$ cat config.mk
export PLATFORM = sky130hd
export DESIGN_NAME = aes_job_master
export DESIGN_NICKNAME = d
export VERILOG_FILES = /design/src/rtl/aes_job_master.sv
export SDC_FILE = /design/constraint.sdc
export NUM_CORES = 1
export LEC_CHECK = 0
export BUFFER_PORTS_ARGS = -buffer_cell sky130_fd_sc_hd__buf_2
export CORE_ASPECT_RATIO = 0.5
export CORE_MARGIN = 2
export CORE_UTILIZATION = 36
export CTS_BUF_LIST = sky130_fd_sc_hd__clkbuf_4 sky130_fd_sc_hd__clkbuf_8
export DETAILED_ROUTE_END_ITERATION = 6
export GPL_TIMING_DRIVEN = 1
export PLACE_DENSITY = 0.55
export SLEW_MARGIN = 20
export SYNTH_ARGS = -nofsm -noshare
export SYNTH_HDL_FRONTEND = slang
export SYNTH_SLANG_ARGS = --single-unit
export TNS_END_PERCENT = 1
$ cat constraint.sdc
create_clock -name clk_i -period 4.2 [get_ports clk_i]
set_clock_uncertainty 0.05 [all_clocks]
set_input_delay 1.26 -clock clk_i [delete_from_list [all_inputs] [get_ports clk_i]]
set_output_delay 1.26 -clock clk_i [all_outputs]
set_load 0.01 [all_outputs]
$ cat src/rtl/aes_job_master.sv
// -----------------------------------------------------------------------------
// aes_job_master
//
// Register-bus initiator for one AES-192 peripheral. It accepts a job (key
// select, state, plaintext), programs the peripheral's word-indexed register
// map, pulses start, polls ct_valid, and reads back the ciphertext. The result
// is returned on a valid/ready port. The design makes one bus access per
// FSM state-cycle.
//
// Ports
//   clk_i, rst_ni          clock, asynchronous active-low reset
//   job_valid_i/ready_o    job handshake
//   job_key_sel_i          key slot (0/1/2, 3 aliases 2)
//   job_state_i            AES state word
//   job_pt_i               plaintext
//   res_valid_o/ready_i    result handshake
//   res_ct_o               ciphertext
//   res_err_o              poll timeout (res_ct_o is 0)
//   busy_o                 FSM not idle
//   bus_en_o, bus_we_o     access strobe, write enable
//   bus_addr_o             access address
//   bus_wdata_o            write data
//   bus_rdata_i            read data, combinational in the strobe cycle
// -----------------------------------------------------------------------------
module aes_job_master #(
    parameter int unsigned               AXI_ADDR_WIDTH = 64,
    parameter logic [AXI_ADDR_WIDTH-1:0] BASE_ADDR      = '0,
    parameter int unsigned               POLL_TIMEOUT   = 1024
) (
    input  logic                      clk_i,
    input  logic                      rst_ni,
    input  logic                      job_valid_i,
    output logic                      job_ready_o,
    input  logic [1:0]                job_key_sel_i,
    input  logic [127:0]              job_state_i,
    input  logic [127:0]              job_pt_i,
    output logic                      res_valid_o,
    input  logic                      res_ready_i,
    output logic [127:0]              res_ct_o,
    output logic                      res_err_o,
    output logic                      busy_o,
    output logic                      bus_en_o,
    output logic                      bus_we_o,
    output logic [AXI_ADDR_WIDTH-1:0] bus_addr_o,
    output logic [63:0]               bus_wdata_o,
    input  logic [63:0]               bus_rdata_i
);

    localparam int unsigned    PCW       = (POLL_TIMEOUT > 1) ? $clog2(POLL_TIMEOUT) : 1;
    localparam logic [PCW-1:0] POLL_LAST = PCW'(POLL_TIMEOUT - 1);

    localparam logic [5:0] IDX_START = 6'd0;
    localparam logic [5:0] IDX_PC    = 6'd1;
    localparam logic [5:0] IDX_CTV   = 6'd11;
    localparam logic [5:0] IDX_CT    = 6'd12;
    localparam logic [5:0] IDX_STATE = 6'd16;
    localparam logic [5:0] IDX_KSEL  = 6'd32;

    typedef enum logic [3:0] {
        S_IDLE, S_WR_KSEL, S_WR_STATE, S_WR_PT, S_START_HI,
        S_START_LO, S_POLL, S_RD_CT, S_RESP
    } state_t;

    state_t         state_q, state_d;
    logic [1:0]     k_q, k_d;
    logic [PCW-1:0] poll_q, poll_d;
    logic [127:0]   st_q, pt_q, ct_q, ct_d;
    logic           err_q, err_d;

    logic                      en_d, we_d;
    logic [5:0]                idx_d;
    logic [31:0]               data_d;
    logic                      bus_en_q, bus_we_q;
    logic [AXI_ADDR_WIDTH-1:0] bus_addr_q;
    logic [31:0]               bus_wdata_q;

    logic unused_rdata;
    assign unused_rdata = ^bus_rdata_i[63:32];

    function automatic logic [AXI_ADDR_WIDTH-1:0] reg_addr(input logic [5:0] idx);
        return BASE_ADDR + (AXI_ADDR_WIDTH'(idx) << 3);
    endfunction

    always_comb begin
        state_d = state_q;
        k_d     = k_q;
        poll_d  = poll_q;
        ct_d    = ct_q;
        err_d   = err_q;
        case (state_q)
            S_IDLE: begin
                if (job_valid_i) begin
                    state_d = S_WR_KSEL;
                    k_d     = '0;
                    ct_d    = '0;
                    err_d   = 1'b0;
                end
            end
            S_WR_KSEL: state_d = S_WR_STATE;
            S_WR_STATE: begin
                if (k_q == 2'd3) begin
                    state_d = S_WR_PT;
                    k_d     = '0;
                end else begin
                    k_d = k_q + 2'd1;
                end
            end
            S_WR_PT: begin
                if (k_q == 2'd3) begin
                    state_d = S_START_HI;
                    k_d     = '0;
                end else begin
                    k_d = k_q + 2'd1;
                end
            end
            S_START_HI: state_d = S_START_LO;
            S_START_LO: begin
                state_d = S_POLL;
                poll_d  = '0;
            end
            S_POLL: begin
                // A ready flag on the final allowed poll still wins over the timeout.
                if (bus_rdata_i[0]) begin
                    state_d = S_RD_CT;
                    k_d     = '0;
                    poll_d  = '0;
                end else if (poll_q == POLL_LAST) begin
                    state_d = S_RESP;
                    err_d   = 1'b1;
                    ct_d    = '0;
                    poll_d  = '0;
                end else begin
                    poll_d = poll_q + PCW'(1);
                end
            end
            S_RD_CT: begin
                ct_d[32*k_q +: 32] = bus_rdata_i[31:0];
                if (k_q == 2'd3) begin
                    state_d = S_RESP;
                    k_d     = '0;
                end else begin
                    k_d = k_q + 2'd1;
                end
            end
            S_RESP: begin
                if (res_ready_i) state_d = S_IDLE;
            end
            default: state_d = S_IDLE;
        endcase

        // Bus outputs are registered, so decode the access of the state being
        // entered. WR_KSEL is only entered from the accept cycle, so its data
        // comes straight from the job port.
        en_d   = 1'b0;
        we_d   = 1'b0;
        idx_d  = '0;
        data_d = '0;
        case (state_d)
            S_WR_KSEL: begin
                en_d = 1'b1; we_d = 1'b1; idx_d = IDX_KSEL;
                data_d = {30'b0, job_key_sel_i};
            end
            S_WR_STATE: begin
                en_d = 1'b1; we_d = 1'b1; idx_d = IDX_STATE + {4'b0, k_d};
                data_d = st_q[32*k_d +: 32];
            end
            S_WR_PT: begin
                en_d = 1'b1; we_d = 1'b1; idx_d = IDX_PC + {4'b0, k_d};
                data_d = pt_q[32*k_d +: 32];
            end
            S_START_HI: begin
                en_d = 1'b1; we_d = 1'b1; idx_d = IDX_START; data_d = 32'd1;
            end
            S_START_LO: begin
                en_d = 1'b1; we_d = 1'b1; idx_d = IDX_START; data_d = 32'd0;
            end
            S_POLL:  begin en_d = 1'b1; idx_d = IDX_CTV; end
            S_RD_CT: begin en_d = 1'b1; idx_d = IDX_CT + {4'b0, k_d}; end
            default: ;
        endcase
    end

    always_ff @(posedge clk_i or negedge rst_ni) begin
        if (!rst_ni) begin
            state_q     <= S_IDLE;
            k_q         <= '0;
            poll_q      <= '0;
            st_q        <= '0;
            pt_q        <= '0;
            ct_q        <= '0;
            err_q       <= 1'b0;
            bus_en_q    <= 1'b0;
            bus_we_q    <= 1'b0;
            bus_addr_q  <= '0;
            bus_wdata_q <= '0;
        end else begin
            state_q <= state_d;
            k_q     <= k_d;
            poll_q  <= poll_d;
            ct_q    <= ct_d;
            err_q   <= err_d;
            if (state_q == S_IDLE && job_valid_i) begin
                st_q <= job_state_i;
                pt_q <= job_pt_i;
            end
            bus_en_q    <= en_d;
            bus_we_q    <= we_d;
            bus_addr_q  <= en_d ? reg_addr(idx_d) : '0;
            bus_wdata_q <= data_d;
        end
    end

    assign job_ready_o = (state_q == S_IDLE);
    assign busy_o      = (state_q != S_IDLE);
    assign res_valid_o = (state_q == S_RESP);
    assign res_ct_o    = ct_q;
    assign res_err_o   = err_q;
    assign bus_en_o    = bus_en_q;
    assign bus_we_o    = bus_we_q;
    assign bus_addr_o  = bus_addr_q;
    assign bus_wdata_o = {32'b0, bus_wdata_q};

endmodule

==> flow_summary.json <==
{
  "avgSynthCellArea_um2": 9.57,
  "drive_gt1_frac": 0.258,
  "power_frac_seq": 0.377,
  "crit_path_top_delay_cell": "dfrtp_1",
  "die_width_um": 332,
  "ir_drop_v": 0.000621,
  "finalSetupTns_ns": 0,
  "seq_area_frac_synth": 0.570,
  "placed_cells": 3111,
  "antenna_found_initial": 3,
  "grt_pass1_wl_mm": 88.4,
  "initial_core_util": 0.362,
  "maxCapViolCount": 0,
  "dieHeight_um": 168,
  "switching_power_mw": 6.96,
  "yosys.area.top_type": "dfrtp_1",
  "synth_edf_count": 0,
  "status": "completed",
  "vias": 15500,
  "crit_type": "flip-flop to output pin",
  "worst_setup_path_end_kind": "output pin",
  "p_leak_nw": 13.0,
  "period_share": 0.803,
  "grt_pass1_vias": 15500,
  "grt_max_degree": 176,
  "fin_area_mm2": 0.0237,
  "synthArstFlopShare": 1.00,
  "cts_tree": "yes",
  "num_rows": 60,
  "drt_iter0_drc": 872,
  "htreeDepth": 3,
  "area_delta_synth_final_pct": 22.5,
  "worst_pin_slew_ns": 1.09,
  "gp_congestion": 0.830,
  "hold_class": "flip-flop to flip-flop",
  "comb_power_share": 0.399,
  "drc_errors": 0,
  "drt_wl_total_mm": 58.0,
  "die-area_mm2": 0.0558,
  "period_needed_ns": 3.37,
  "maxSlewHeadroom": 0.273,
  "netlist_top_cells_count": "nand2_1 (900), dfrtp_1 (441), a22o_1 (129)",
  "cts_buffers": 68,
  "rsz0062_at_grt": "false",
  "synth.distinct_cells": 59,
  "fillCellCount": 5287,
  "clk_pin_slew_ns": 0.06,
  "drv_slew": 0,
  "synth_seq_cells": 441,
  "clkPwrFrac": 0.224,
  "instances_no_fill": 3238,
  "timing.fmax_mhz": 296,
  "critPathMaxStageDelay_ns": 0.58,
  "clockBufferDepth": 3,
  "core-area_mm2": 0.0535,
  "finalHoldViolCount": 0,
  "worstPathRequired_ns": 2.89,
  "postCtsHoldBufs": 0,
  "synth_most_common_cell": "nand2_1",
  "syn-cell-area_mm2": 0.0194,
  "synth_area_leaders": "dfrtp_1 (57%), nand2_1 (17%), a22o_1 (5.8%), mux2i_1 (4.7%), buf_4 (3.6%)",
  "wl_per_cell_um": 17.9,
  "post_cts_resized": 0,
  "ant_nets": 0,
  "vias_per_cell": 4.78,
  "fin_util": 0.444,
  "path_cells": "or2_2 > nor2_1 > nand2_1 > inv_1 > buf_2",
  "yosys.area.top_type_share": 0.570,
  "track_usage": 0.203,
  "cts_sinks": 441,
  "arrival_ns": 2.06,
  "p_int_mw": 10.6,
  "ff2ff_path_depth": 7,
  "powerDensity_mw_per_mm2": 740,
  "drt_first_pass_iters": 5,
  "gr-total-overflow": 0,
  "dpl_cell_area_mm2": 0.0222,
  "setup_viol": 0,
  "yosys_most_used_dff": "dfrtp_1",
  "ys_warn_count": 0,
  "final_nets": 2801,
  "pin_count": 588,
  "whs_ns": 0.422,
  "clock_latency_ns": 0.62,
  "cts-root-buf": "clkbuf_8",
  "sw_frac_of_total": 0.396,
  "critPathLaunchType": "flip-flop",
  "io_buffers": 465,
  "hold_depth": 2,
  "postCtsSetupBuffers": 0,
  "hpwlAfterDp_mm": 39.7,
  "syn_inst": 2024,
  "path_max_fanout": 17
}
-- critical path: cells and delay by family, from the launching register on --
family	cells	cell delay (ns)
and+or+nand+nor	3	0.66
DFF	1	0.58
buffers and inverters	2	0.19
-- per-layer routing --
layer | wire length [um] | vias up | track usage
li1 | - | 7388 | -
met1 | 23100 | 7611 | 0.239
met2 | 30800 | 376 | 0.371
met3 | 2250 | 107 | 0.0359
met4 | 1940 | 0 | 0.0783
met5 | 0 | - | 0
-- path summary, 6_finish.rpt --
| check | from | slack, ns | endpoint |
|---|---|---|---|
| min in group asynchronous | rst_ni | 0.53 | st_q[112] |
| worst min register to register | st_q[22] | 0.42 | st_q[22] |
| max in group asynchronous | rst_ni | 2.54 | pt_q[64] |
| worst max register to register | state_q[1] | 1.07 | bus_wdata_q[28] |
| worst min-delay path | st_q[22] | 0.42 | st_q[22] |
| worst max-delay path | state_q[0] | 0.83 | res_valid_o |
-- cell families after synthesis --
family,synth area share
and+or+nand+nor,0.210
AOI/OAI and AO/OA,0.0964
muxes,0.0470
adders and majority gates,0.00388
DFF,0.570
xor gates and xnor gates,0.00407
buffers and inverters,0.0685
other,0.000194
-- state kept, by name, summed over array words and instances, names as in the netlist --
register     cells
pt_q           128
res_ct_o       128
bus_addr_o       6
state_q          4
bus_wdata_q     32
poll_q          10
res_err_o        1
bus_en_o         1
st_q           128
k_q              2
bus_we_o         1
-- power groups by stage --
stage | Clock (mW) | Combinational (mW) | Sequential (mW)
final | 3.94 | 7.00 | 6.62
after global routing | 4.24 | 7.79 | 6.80
after CTS | 4.04 | 7.14 | 6.62
after detailed placement | 0 | 7.11 | 6.68
after global placement | 0 | 6.99 | 6.66
after floorplan | 0 | 4.73 | 6.59
-- stage by stage --
stage	setup WS (ns)	total power [mW]
2_1_floorplan	1.24	11.3
3_3_place_gp	0.633	13.7
3_5_place_dp	0.618	13.8
4_1_cts	0.748	17.8
5_1_grt	0.662	18.8
6_report	0.826	17.6
-- cells in the final DEF, fill, tap and decap left out, types with 3 or more instances in the layout --
cell type  count
nand2_1      898
buf_2        464
dfrtp_1      441
a22o_1       129
mux2i_1       91
clkbuf_8      91
conb_1        90
nand3_1       68
o2111a_1      30
buf_4         25
nor2_1        23
clkbuf_4      21
o21ai_0       15
buf_12        13
inv_1         12
a211oi_1       9
ha_1           6
clkinv_2       6
xnor2_1        5
nand4_1        4
o31a_1         4
o21ai_4        4
xor2_1         4
diode_2        3
nand2b_1       3
nor2b_1        3
inv_2          3
a31oi_1        3
nor3_1         3
-- layout make-up --
cell class,instances,area [um2],share of cell area
Clock buffer,112,1410,0.0594
Inverter,16,67.6,0.00285
Clock inverter,11,92.6,0.00390
Sequential cell,441,11000,0.465
Tap cell,713,892,0.0376
Multi-Input combinational cell,1438,7410,0.312
Timing Repair Buffer,504,2810,0.119
Antenna cell,3,7.51,0.000316
Power figures use the tool's default switching activity.
